$ cat src/rtl/wb_port_sched_if.sv
// Writeback scheduler bus: command handshake, register-file write port,
// decode hazard probe and retirement status.
interface wb_port_sched_if;
  logic        in_valid;
  logic        in_ready;
  logic [3:0]  icode;
  logic [3:0]  rA;
  logic [3:0]  rB;
  logic        cnd;
  logic [63:0] valE;
  logic [63:0] valM;
  logic        wr_en;
  logic [3:0]  wr_addr;
  logic [63:0] wr_data;
  logic [3:0]  rd_addr_a;
  logic [3:0]  rd_addr_b;
  logic        hz_a;
  logic        hz_b;
  logic        wb_done;
  logic [15:0] wr_count;

  modport master (
    output in_valid, icode, rA, rB, cnd, valE, valM, rd_addr_a, rd_addr_b,
    input  in_ready, wr_en, wr_addr, wr_data, hz_a, hz_b, wb_done, wr_count
  );

  modport slave (
    input  in_valid, icode, rA, rB, cnd, valE, valM, rd_addr_a, rd_addr_b,
    output in_ready, wr_en, wr_addr, wr_data, hz_a, hz_b, wb_done, wr_count
  );
endinterface

$ cat src/rtl/wb_port_sched.sv
// Serialises the up-to-two register writes of a Y86 writeback command onto a
// single register-file write port, with hazard flags for decode reads.
module wb_port_sched #(
  parameter logic [3:0] RNONE = 4'hF,
  parameter logic [3:0] RSP   = 4'd4
) (
  input  logic clk,
  input  logic rst_n,
  wb_port_sched_if.slave bus
);

  typedef enum logic [1:0] {IDLE, W1, W2} state_t;

  state_t      r_state;
  logic        r_wr_en;
  logic [3:0]  r_wr_addr;
  logic [63:0] r_wr_data;
  logic        r_wb_done;
  logic        r_has2;
  logic [3:0]  r_pend_addr;
  logic [63:0] r_pend_data;
  logic [15:0] r_count;

  logic        w_v0, w_v1, w_ok0, w_ok1;
  logic [3:0]  w_a0, w_a1;
  logic [63:0] w_d0, w_d1;
  logic        w_has_first, w_has_second;
  logic [3:0]  w_first_addr;
  logic [63:0] w_first_data;
  logic        w_final, w_ready, w_accept;
  logic        w_hz_a, w_hz_b;

  // Raw write slots in architectural order; slot 0 precedes slot 1.
  always_comb begin
    w_v0 = 1'b0;
    w_a0 = 4'd0;
    w_d0 = 64'd0;
    w_v1 = 1'b0;
    w_a1 = 4'd0;
    w_d1 = 64'd0;
    case (bus.icode)
      4'h2: begin w_v0 = bus.cnd; w_a0 = bus.rB; w_d0 = bus.valE; end
      4'h3, 4'h6: begin w_v0 = 1'b1; w_a0 = bus.rB; w_d0 = bus.valE; end
      4'h5: begin w_v0 = 1'b1; w_a0 = bus.rA; w_d0 = bus.valM; end
      4'h8, 4'h9, 4'hA: begin w_v0 = 1'b1; w_a0 = RSP; w_d0 = bus.valE; end
      4'hB: begin
        w_v0 = 1'b1; w_a0 = RSP;    w_d0 = bus.valE;
        w_v1 = 1'b1; w_a1 = bus.rA; w_d1 = bus.valM;
      end
      default: ;
    endcase
  end

  // A suppressed slot 0 lets slot 1 move up to be the only write.
  assign w_ok0        = w_v0 && (w_a0 != RNONE);
  assign w_ok1        = w_v1 && (w_a1 != RNONE);
  assign w_has_first  = w_ok0 || w_ok1;
  assign w_has_second = w_ok0 && w_ok1;
  assign w_first_addr = w_ok0 ? w_a0 : w_a1;
  assign w_first_data = w_ok0 ? w_d0 : w_d1;

  assign w_final  = r_wr_en && !r_has2;
  assign w_ready  = rst_n && ((r_state == IDLE) || w_final);
  assign w_accept = bus.in_valid && w_ready;

  always_ff @(posedge clk or negedge rst_n) begin
    if (!rst_n) begin
      r_state     <= IDLE;
      r_wr_en     <= 1'b0;
      r_wr_addr   <= 4'd0;
      r_wr_data   <= 64'd0;
      r_wb_done   <= 1'b0;
      r_has2      <= 1'b0;
      r_pend_addr <= 4'd0;
      r_pend_data <= 64'd0;
      r_count     <= 16'd0;
    end else begin
      if (r_wr_en) begin
        r_count <= r_count + 16'd1;
      end
      if (w_accept) begin
        // Commands with at most one write retire in the next cycle.
        r_wb_done   <= !w_has_second;
        r_has2      <= w_has_second;
        r_pend_addr <= w_a1;
        r_pend_data <= w_d1;
        if (w_has_first) begin
          r_state   <= W1;
          r_wr_en   <= 1'b1;
          r_wr_addr <= w_first_addr;
          r_wr_data <= w_first_data;
        end else begin
          r_state   <= IDLE;
          r_wr_en   <= 1'b0;
          r_wr_addr <= 4'd0;
          r_wr_data <= 64'd0;
        end
      end else if (r_state == W1 && r_has2) begin
        r_state   <= W2;
        r_wr_en   <= 1'b1;
        r_wr_addr <= r_pend_addr;
        r_wr_data <= r_pend_data;
        r_wb_done <= 1'b1;
        r_has2    <= 1'b0;
      end else begin
        r_state   <= IDLE;
        r_wr_en   <= 1'b0;
        r_wr_addr <= 4'd0;
        r_wr_data <= 64'd0;
        r_wb_done <= 1'b0;
        r_has2    <= 1'b0;
      end
    end
  end

  // Pending = the write on the port now plus any queued second write.
  assign w_hz_a = (bus.rd_addr_a != RNONE) &&
                  ((r_wr_en && bus.rd_addr_a == r_wr_addr) ||
                   (r_has2  && bus.rd_addr_a == r_pend_addr));
  assign w_hz_b = (bus.rd_addr_b != RNONE) &&
                  ((r_wr_en && bus.rd_addr_b == r_wr_addr) ||
                   (r_has2  && bus.rd_addr_b == r_pend_addr));

  assign bus.in_ready = w_ready;
  assign bus.wr_en    = r_wr_en;
  assign bus.wr_addr  = r_wr_addr;
  assign bus.wr_data  = r_wr_data;
  assign bus.wb_done  = r_wb_done;
  assign bus.hz_a     = w_hz_a;
  assign bus.hz_b     = w_hz_b;
  assign bus.wr_count = r_count;

endmodule

$ cat src/flat_wrapper.sv
// flat-port wrapper written by rule: the top's interface ports become plain ports
module wb_port_sched_flat 
#(
  parameter logic [3:0] RNONE = 4'hF,
  parameter logic [3:0] RSP   = 4'd4
)
  (clk, rst_n, bus_in_valid, bus_icode, bus_rA, bus_rB, bus_cnd, bus_valE, bus_valM, bus_rd_addr_a, bus_rd_addr_b, bus_in_ready, bus_wr_en, bus_wr_addr, bus_wr_data, bus_hz_a, bus_hz_b, bus_wb_done, bus_wr_count);
  wb_port_sched_if bus_i ();
  input  logic clk;
  input  logic rst_n;
  input wire logic [$bits(bus_i.in_valid)-1:0] bus_in_valid;
  input wire logic [$bits(bus_i.icode)-1:0] bus_icode;
  input wire logic [$bits(bus_i.rA)-1:0] bus_rA;
  input wire logic [$bits(bus_i.rB)-1:0] bus_rB;
  input wire logic [$bits(bus_i.cnd)-1:0] bus_cnd;
  input wire logic [$bits(bus_i.valE)-1:0] bus_valE;
  input wire logic [$bits(bus_i.valM)-1:0] bus_valM;
  input wire logic [$bits(bus_i.rd_addr_a)-1:0] bus_rd_addr_a;
  input wire logic [$bits(bus_i.rd_addr_b)-1:0] bus_rd_addr_b;
  output wire logic [$bits(bus_i.in_ready)-1:0] bus_in_ready;
  output wire logic [$bits(bus_i.wr_en)-1:0] bus_wr_en;
  output wire logic [$bits(bus_i.wr_addr)-1:0] bus_wr_addr;
  output wire logic [$bits(bus_i.wr_data)-1:0] bus_wr_data;
  output wire logic [$bits(bus_i.hz_a)-1:0] bus_hz_a;
  output wire logic [$bits(bus_i.hz_b)-1:0] bus_hz_b;
  output wire logic [$bits(bus_i.wb_done)-1:0] bus_wb_done;
  output wire logic [$bits(bus_i.wr_count)-1:0] bus_wr_count;
  assign bus_i.in_valid = bus_in_valid;
  assign bus_i.icode = bus_icode;
  assign bus_i.rA = bus_rA;
  assign bus_i.rB = bus_rB;
  assign bus_i.cnd = bus_cnd;
  assign bus_i.valE = bus_valE;
  assign bus_i.valM = bus_valM;
  assign bus_i.rd_addr_a = bus_rd_addr_a;
  assign bus_i.rd_addr_b = bus_rd_addr_b;
  assign bus_in_ready = bus_i.in_ready;
  assign bus_wr_en = bus_i.wr_en;
  assign bus_wr_addr = bus_i.wr_addr;
  assign bus_wr_data = bus_i.wr_data;
  assign bus_hz_a = bus_i.hz_a;
  assign bus_hz_b = bus_i.hz_b;
  assign bus_wb_done = bus_i.wb_done;
  assign bus_wr_count = bus_i.wr_count;
  wb_port_sched #(.RNONE(RNONE), .RSP(RSP)) u_core (.clk(clk), .rst_n(rst_n), .bus(bus_i));
endmodule
$ cat config.mk
export PLATFORM = sky130hd
export DESIGN_NAME = wb_port_sched_flat
export DESIGN_NICKNAME = d
export VERILOG_FILES = /design/src/rtl/wb_port_sched_if.sv /design/src/rtl/wb_port_sched.sv /design/src/flat_wrapper.sv
export SDC_FILE = /design/constraint.sdc
export NUM_CORES = 1
export LEC_CHECK = 0
export BUFFER_PORTS_ARGS = -buffer_cell sky130_fd_sc_hd__buf_2
export CORE_ASPECT_RATIO = 1.4
export CORE_MARGIN = 2
export CORE_UTILIZATION = 50
export DETAILED_ROUTE_END_ITERATION = 10
export GPL_ROUTABILITY_DRIVEN = 0
export HOLD_SLACK_MARGIN = 0.06
export PLACE_DENSITY = 0.83
export RECOVER_POWER = 100
export SLEW_MARGIN = 10
export SYNTH_ARGS = -nofsm -noshare
export SYNTH_HDL_FRONTEND = slang
export SYNTH_SLANG_ARGS = --single-unit
$ cat constraint.sdc
create_clock -name clk -period 2.6 [get_ports clk]
set_input_delay 0 -clock clk [delete_from_list [all_inputs] [get_ports clk]]
set_output_delay 0 -clock clk [all_outputs]
set_load 0.05 [all_outputs]
-- Yosys cells after proc, flatten, opt, wreduce, memory -nomap -nowiden
Cells that the tools add are included.
- register bits after elaboration: 157
- input port bits: 152
- word-level logic and storage cells: 73
- add/subtract/negate cells: 1
- equal/unequal tests: 17
- mux-type cells: 22
- reduce and logical (&&, ||, !) cells: 24
- operator list (kind ; number):
    $mux 64 ; 5
    $pmux 64 s2 ; 1
    $mux 4 ; 5
    $add 16x1->16 const B ; 1
    $eq 4x4->1 ; 4
    $eq 4x4->1 const B ; 4
    $ne 4x4->1 const B ; 4
    $reduce_or 7->1 ; 2
    $logic_and 1x1->1 ; 13
    $pmux 4 s3 ; 1
    $eq 4x2->1 const B ; 2
    $eq 4x3->1 const B ; 2
    $mux 1 ; 7
    $logic_or 1x1->1 ; 4
    $mux 2 ; 2
    $reduce_or 4->1 ; 1
    $reduce_or 3->1 ; 1
    $eq 2x1->1 const B ; 1
    $logic_not 1->1 ; 2
    $logic_not 2->1 ; 1
    $pmux 1 s2 ; 1

-- Logic depth before layout (Yosys ltp)
- depth after elaboration: 8
- gate-level depth with buffers: 8
- mapped depth without buffers: 6

-- Worst setup path before layout
OpenSTA, ideal clock, no wires.
- kind: register to register
- from: reg u_core.r_wr_en, in the netlist u_core.bus.wr_en
- to: reg u_core.r_wr_data[25], in the netlist u_core.bus.wr_data[25]
- arrival: 2168 ps
- data required time: 2526 ps
- slack: 357 ps
- cell stages (with the launch flop): 9
- buffers on the path: 3
- period minus slack after synthesis: 2243 ps
- cells stage by stage: dfrtp_1 > buf_4 > and2b_1 > o211ai_4 > or3_4 > a31o_2 > buf_6 > buf_6 > o21ai_2
- word-level cells in the longest chain between the ends: 5
- ends and longest elaborated chain (what ; RTL line ; source):
    start: declaration ; wb_port_sched.sv:15 ; logic r_wr_en;
    start signal: assignment ; wb_port_sched.sv:69 ; r_wr_en <= 1'b0;
    start signal: assignment ; wb_port_sched.sv:89 ; r_wr_en <= 1'b1;
    start signal: assignment ; wb_port_sched.sv:94 ; r_wr_en <= 1'b0;
    $logic_and 1x1->1 ; wb_port_sched.sv:62 ; assign w_final = r_wr_en && !r_has2;
    $logic_or 1x1->1 ; wb_port_sched.sv:63 ; assign w_ready = rst_n && ((r_state == IDLE) || w_final);
    $logic_and 1x1->1 ; wb_port_sched.sv:63 ;
    $logic_and 1x1->1 ; wb_port_sched.sv:64 ; assign w_accept = bus.in_valid && w_ready;
    $mux 64 ; wb_port_sched.sv:81 ; if (w_accept) begin
    end signal: assignment ; wb_port_sched.sv:91 ; r_wr_data <= w_first_data;
    end signal: assignment ; wb_port_sched.sv:102 ; r_wr_data <= r_pend_data;
    end: declaration ; wb_port_sched.sv:17 ; logic [63:0] r_wr_data;
No other way between the ends.
A chain may end at the register's enable or synchronous reset.

-- Final worst setup path
- from: reg u_core.r_has2
- to: reg u_core.r_wr_addr[1], in the netlist u_core.bus.wr_addr[1]
- word-level cells in the longest chain between the ends: 6
- elaborated cells between the ends (all ways): 8
- those cells by class: 2 x mux; 6 x reduce/logical
- ends and longest elaborated chain (what ; RTL line ; source):
    start: declaration ; wb_port_sched.sv:19 ; logic r_has2;
    start signal: assignment ; wb_port_sched.sv:84 ; r_has2 <= w_has_second;
    $logic_not 1->1 ; wb_port_sched.sv:62 ;
    $logic_and 1x1->1 ; wb_port_sched.sv:62 ;
    $logic_or 1x1->1 ; wb_port_sched.sv:63 ;
    $logic_and 1x1->1 ; wb_port_sched.sv:63 ;
    $logic_and 1x1->1 ; wb_port_sched.sv:64 ;
    $mux 4 (*) ; wb_port_sched.sv:81 ;
    end signal: assignment ; wb_port_sched.sv:90 ; r_wr_addr <= w_first_addr;
    end signal: assignment ; wb_port_sched.sv:101 ; r_wr_addr <= r_pend_addr;
    end: declaration ; wb_port_sched.sv:16 ; logic [3:0] r_wr_addr;
Mark *: on every way between the ends. The rest lies on a longest branch, timed or not.

==> metrics.cfg <==
[global_routing]
grt_pass1_wl_microns=34820
antenna_found_initial=1
globalRouteOverflowTotal=0
grt_pass1_vias=6828
grt_usage_pct=31.74
grt_start_max_net_pins=82

[floorplanning]
die_w_microns=101.7
die_h_microns=140.8
io_pins=241
rows=50
dieArea_sq_um=14320
floorplan.initialDensity_pct=50.64
core_area_sq_um=13200

[cells_and_area]
fin_nets=1089
area_delta_synth_final_pct=46.05
final_cell_mix=157 x dfrtp_1, 151 x buf_2, 136 x dlygate4sd3_1, 90 x clkbuf_1, 77 x nand2_1
final_common_cell=dfrtp_1
finalInstanceArea_sq_um=9762
fillerInstances=907
final_layout_size_suffix_gt1_share_pct=21.20

[critical_path]
cp-end-kind=register
worstPathMaxFanout=50
crit_family=buffers and inverters
crit_arrival_ns=2.79
slowest_stage=dlygate4sd3_1
critPathLaunch=u_core.r_has2$_DFF_PN0_
crit_top_cell=nand2_1
crit_buf_inv=3
cp-start-kind=register
slowest_delay_ns=0.59
critPathKind=reg2reg
cp_data_required_time_ns=2.96
r2r-start=u_core.r_has2$_DFF_PN0_
path_cells=nand2_1 > or2_2 > inv_1 > buf_12 > nand2_1 > o41ai_1 > dlygate4sd3_1

[min_path]
min_from=bus_in_valid
hold_class=in2reg

[routing]
drc=0
totalWireLength_microns=22500
vias=6543
wl_per_cell_microns=19.87
first_iter_violations=409
first_pass_iters=6
viasPerCell=5.780
postRouteAntennaNets=0

[synth]
avgSynthCellArea_sq_um=11.58
syn_inst=577
yosysUniqueCellTypes=41
synth_warnings=0
synth_ff_type=dfrtp_1
synthArstFlopShare_pct=100.0
syn_nets=730
ys_ff_latch=157
synth.yosys.seq_area_share_pct=58.78
syn-cell-area_sq_um=6684
synth_edf_count=0

[place]
place_ws_ns=0.2981
dpl.hpwl_microns=11360
dpl_cell_area_sq_um=8034
numPortBuffers=240

[run_status]
status=finished, violations left
violations=capacitance limit, slew limit

[clocking]
clockBufferDepth=2
cts_inserted_buffers=17
cts_tree=built
clkLatencyLatePin_ns=0.42
clkTransAtPathRegs_ns=0.07
cts_root_buf=clkbuf_16
clock-sinks=157
htreeDepth=4
post_cts_buffers=0

[sta]
post-route-period-util_pct=93.44
slew_violations=82
clock.fmax_mhz=411.6
finalSetupViolCount=0
tns_ns=0
layout_setup_ws_ns=0.1705
hold_viol_final=0
worstMarginPinSlew_ns=1.761
grt_setup_unrepaired=no
layout_min_cycle_time_ns=2.430
clock_skew_ns=0.01095
relSlewSlack_pct=-17.42

[pwr]
powerDensity_nw_per_um2=623.3
ir_worst_vdd_mv=0.4038
p_leak_nw=4.593
p_total_mw=6.085

[flow_run]
maxCapViolCount=1

## synthesized netlist by cell type (4+ instances only)
cell | n | share of area, %
o21ai_0 | 26 | 1.9
dfrtp_1 | 157 | 59
xor2_1 | 19 | 2.5
a21oi_1 | 5 | 0.37
buf_6 | 5 | 0.84
nand4_1 | 7 | 0.66
nor2_1 | 13 | 0.73
o21ai_2 | 30 | 3.9
buf_2 | 5 | 0.37
nand2_1 | 77 | 4.3
o21ai_1 | 8 | 0.60
a22oi_1 | 64 | 7.2
clkbuf_1 | 33 | 1.9
a31oi_1 | 4 | 0.37
a22o_1 | 70 | 9.2
xnor2_1 | 12 | 1.6
nand3_1 | 4 | 0.30
## state kept, by name (all words and copies together), names as in the netlist
| name | cells |
|---|---|
| u_core.bus.wb_done | 1 |
| u_core.bus.wr_count | 16 |
| u_core.bus.wr_data | 64 |
| u_core.r_state | 2 |
| u_core.bus.wr_en | 1 |
| u_core.r_pend_addr | 4 |
| u_core.bus.wr_addr | 4 |
| u_core.r_has2 | 1 |
| u_core.r_pend_data | 64 |
## path summary, 6_finish.rpt
check                                                 endpoint  slack, ns  cells after the start
max                            u_core.bus.wr_addr[1]$_DFF_PN0_       0.17                      7
min                            u_core.bus.wr_addr[0]$_DFF_PN0_       0.09                      4
max reg2reg                    u_core.bus.wr_addr[1]$_DFF_PN0_       0.17                      7
min reg2reg                    u_core.bus.wr_data[8]$_DFF_PN0_       0.48                      2
max in group asynchronous      u_core.bus.wr_data[1]$_DFF_PN0_       0.57                      3
min in group asynchronous  u_core.bus.wr_count[13]$_DFFE_PN0P_       0.63                      3
## timing repair
action / CTS / global route
hold buffers: 136 / 0
hold endpoints to repair: 293 / 0
resized for setup: 0 / 0
## metal layers
metal,vias up,track usage [%],routed length [microns]
li1,2844,-,-
met1,3196,37.43,8039
met2,400,52.25,11550
met3,103,7.288,1711
met4,0,18.71,1192
met5,-,0,0
## cell type report
class	instances	area (sq um)	share of cell area (%)
Multi-Input combinational cell	371	2454	25.13
Clock buffer	18	439.2	4.499
Timing Repair Buffer	385	2535	25.97
Tap cell	182	227.7	2.333
Antenna cell	2	5.005	0.05127
Sequential cell	157	3929	40.25
Clock inverter	13	157.7	1.615
Inverter	4	15.01	0.1538
## cell families after synthesis
kind of cell             count (synthesis)  synth area share (%)
buffers and inverters                   49                 3.482
XOR/XNOR                                31                 4.062
adder cells (fa/ha/maj)                  1                0.1872
AND/OR/NAND/NOR                        119                 8.049
flip-flops                             157                 58.78
multiplexers                             1                0.1685
AO/OA/AOI/OAI                          219                 25.27
## report_power, final
| group | internal [mW] | total, mW | switching (mW) |
|---|---|---|---|
| sequential | 2.54 | 2.62 | 0.0821 |
| clock | 1.46 | 2.51 | 1.05 |
| combinational | 0.367 | 0.954 | 0.587 |
## through the flow
| stage | util [%] | instances | hold WS (ns) |
|---|---|---|---|
| 2_1_floorplan | - | 577 | -0.2956 |
| 3_3_place_gp | 60.86 | 963 | 0.2321 |
| 3_5_place_dp | 60.86 | 963 | 0.2403 |
| 4_1_cts | 75.70 | 1130 | 0.07127 |
| 5_1_grt | 73.93 | 1131 | 0.1085 |
| 6_report | 73.95 | 1132 | 0.08770 |
## tightest hold or removal path, stage by stage
cell      delay (ns)
buf_2           0.12
o211ai_4        0.10
or3_4           0.17
o41ai_1         0.08
No activity file was read; power rests on OpenSTA's default activity.
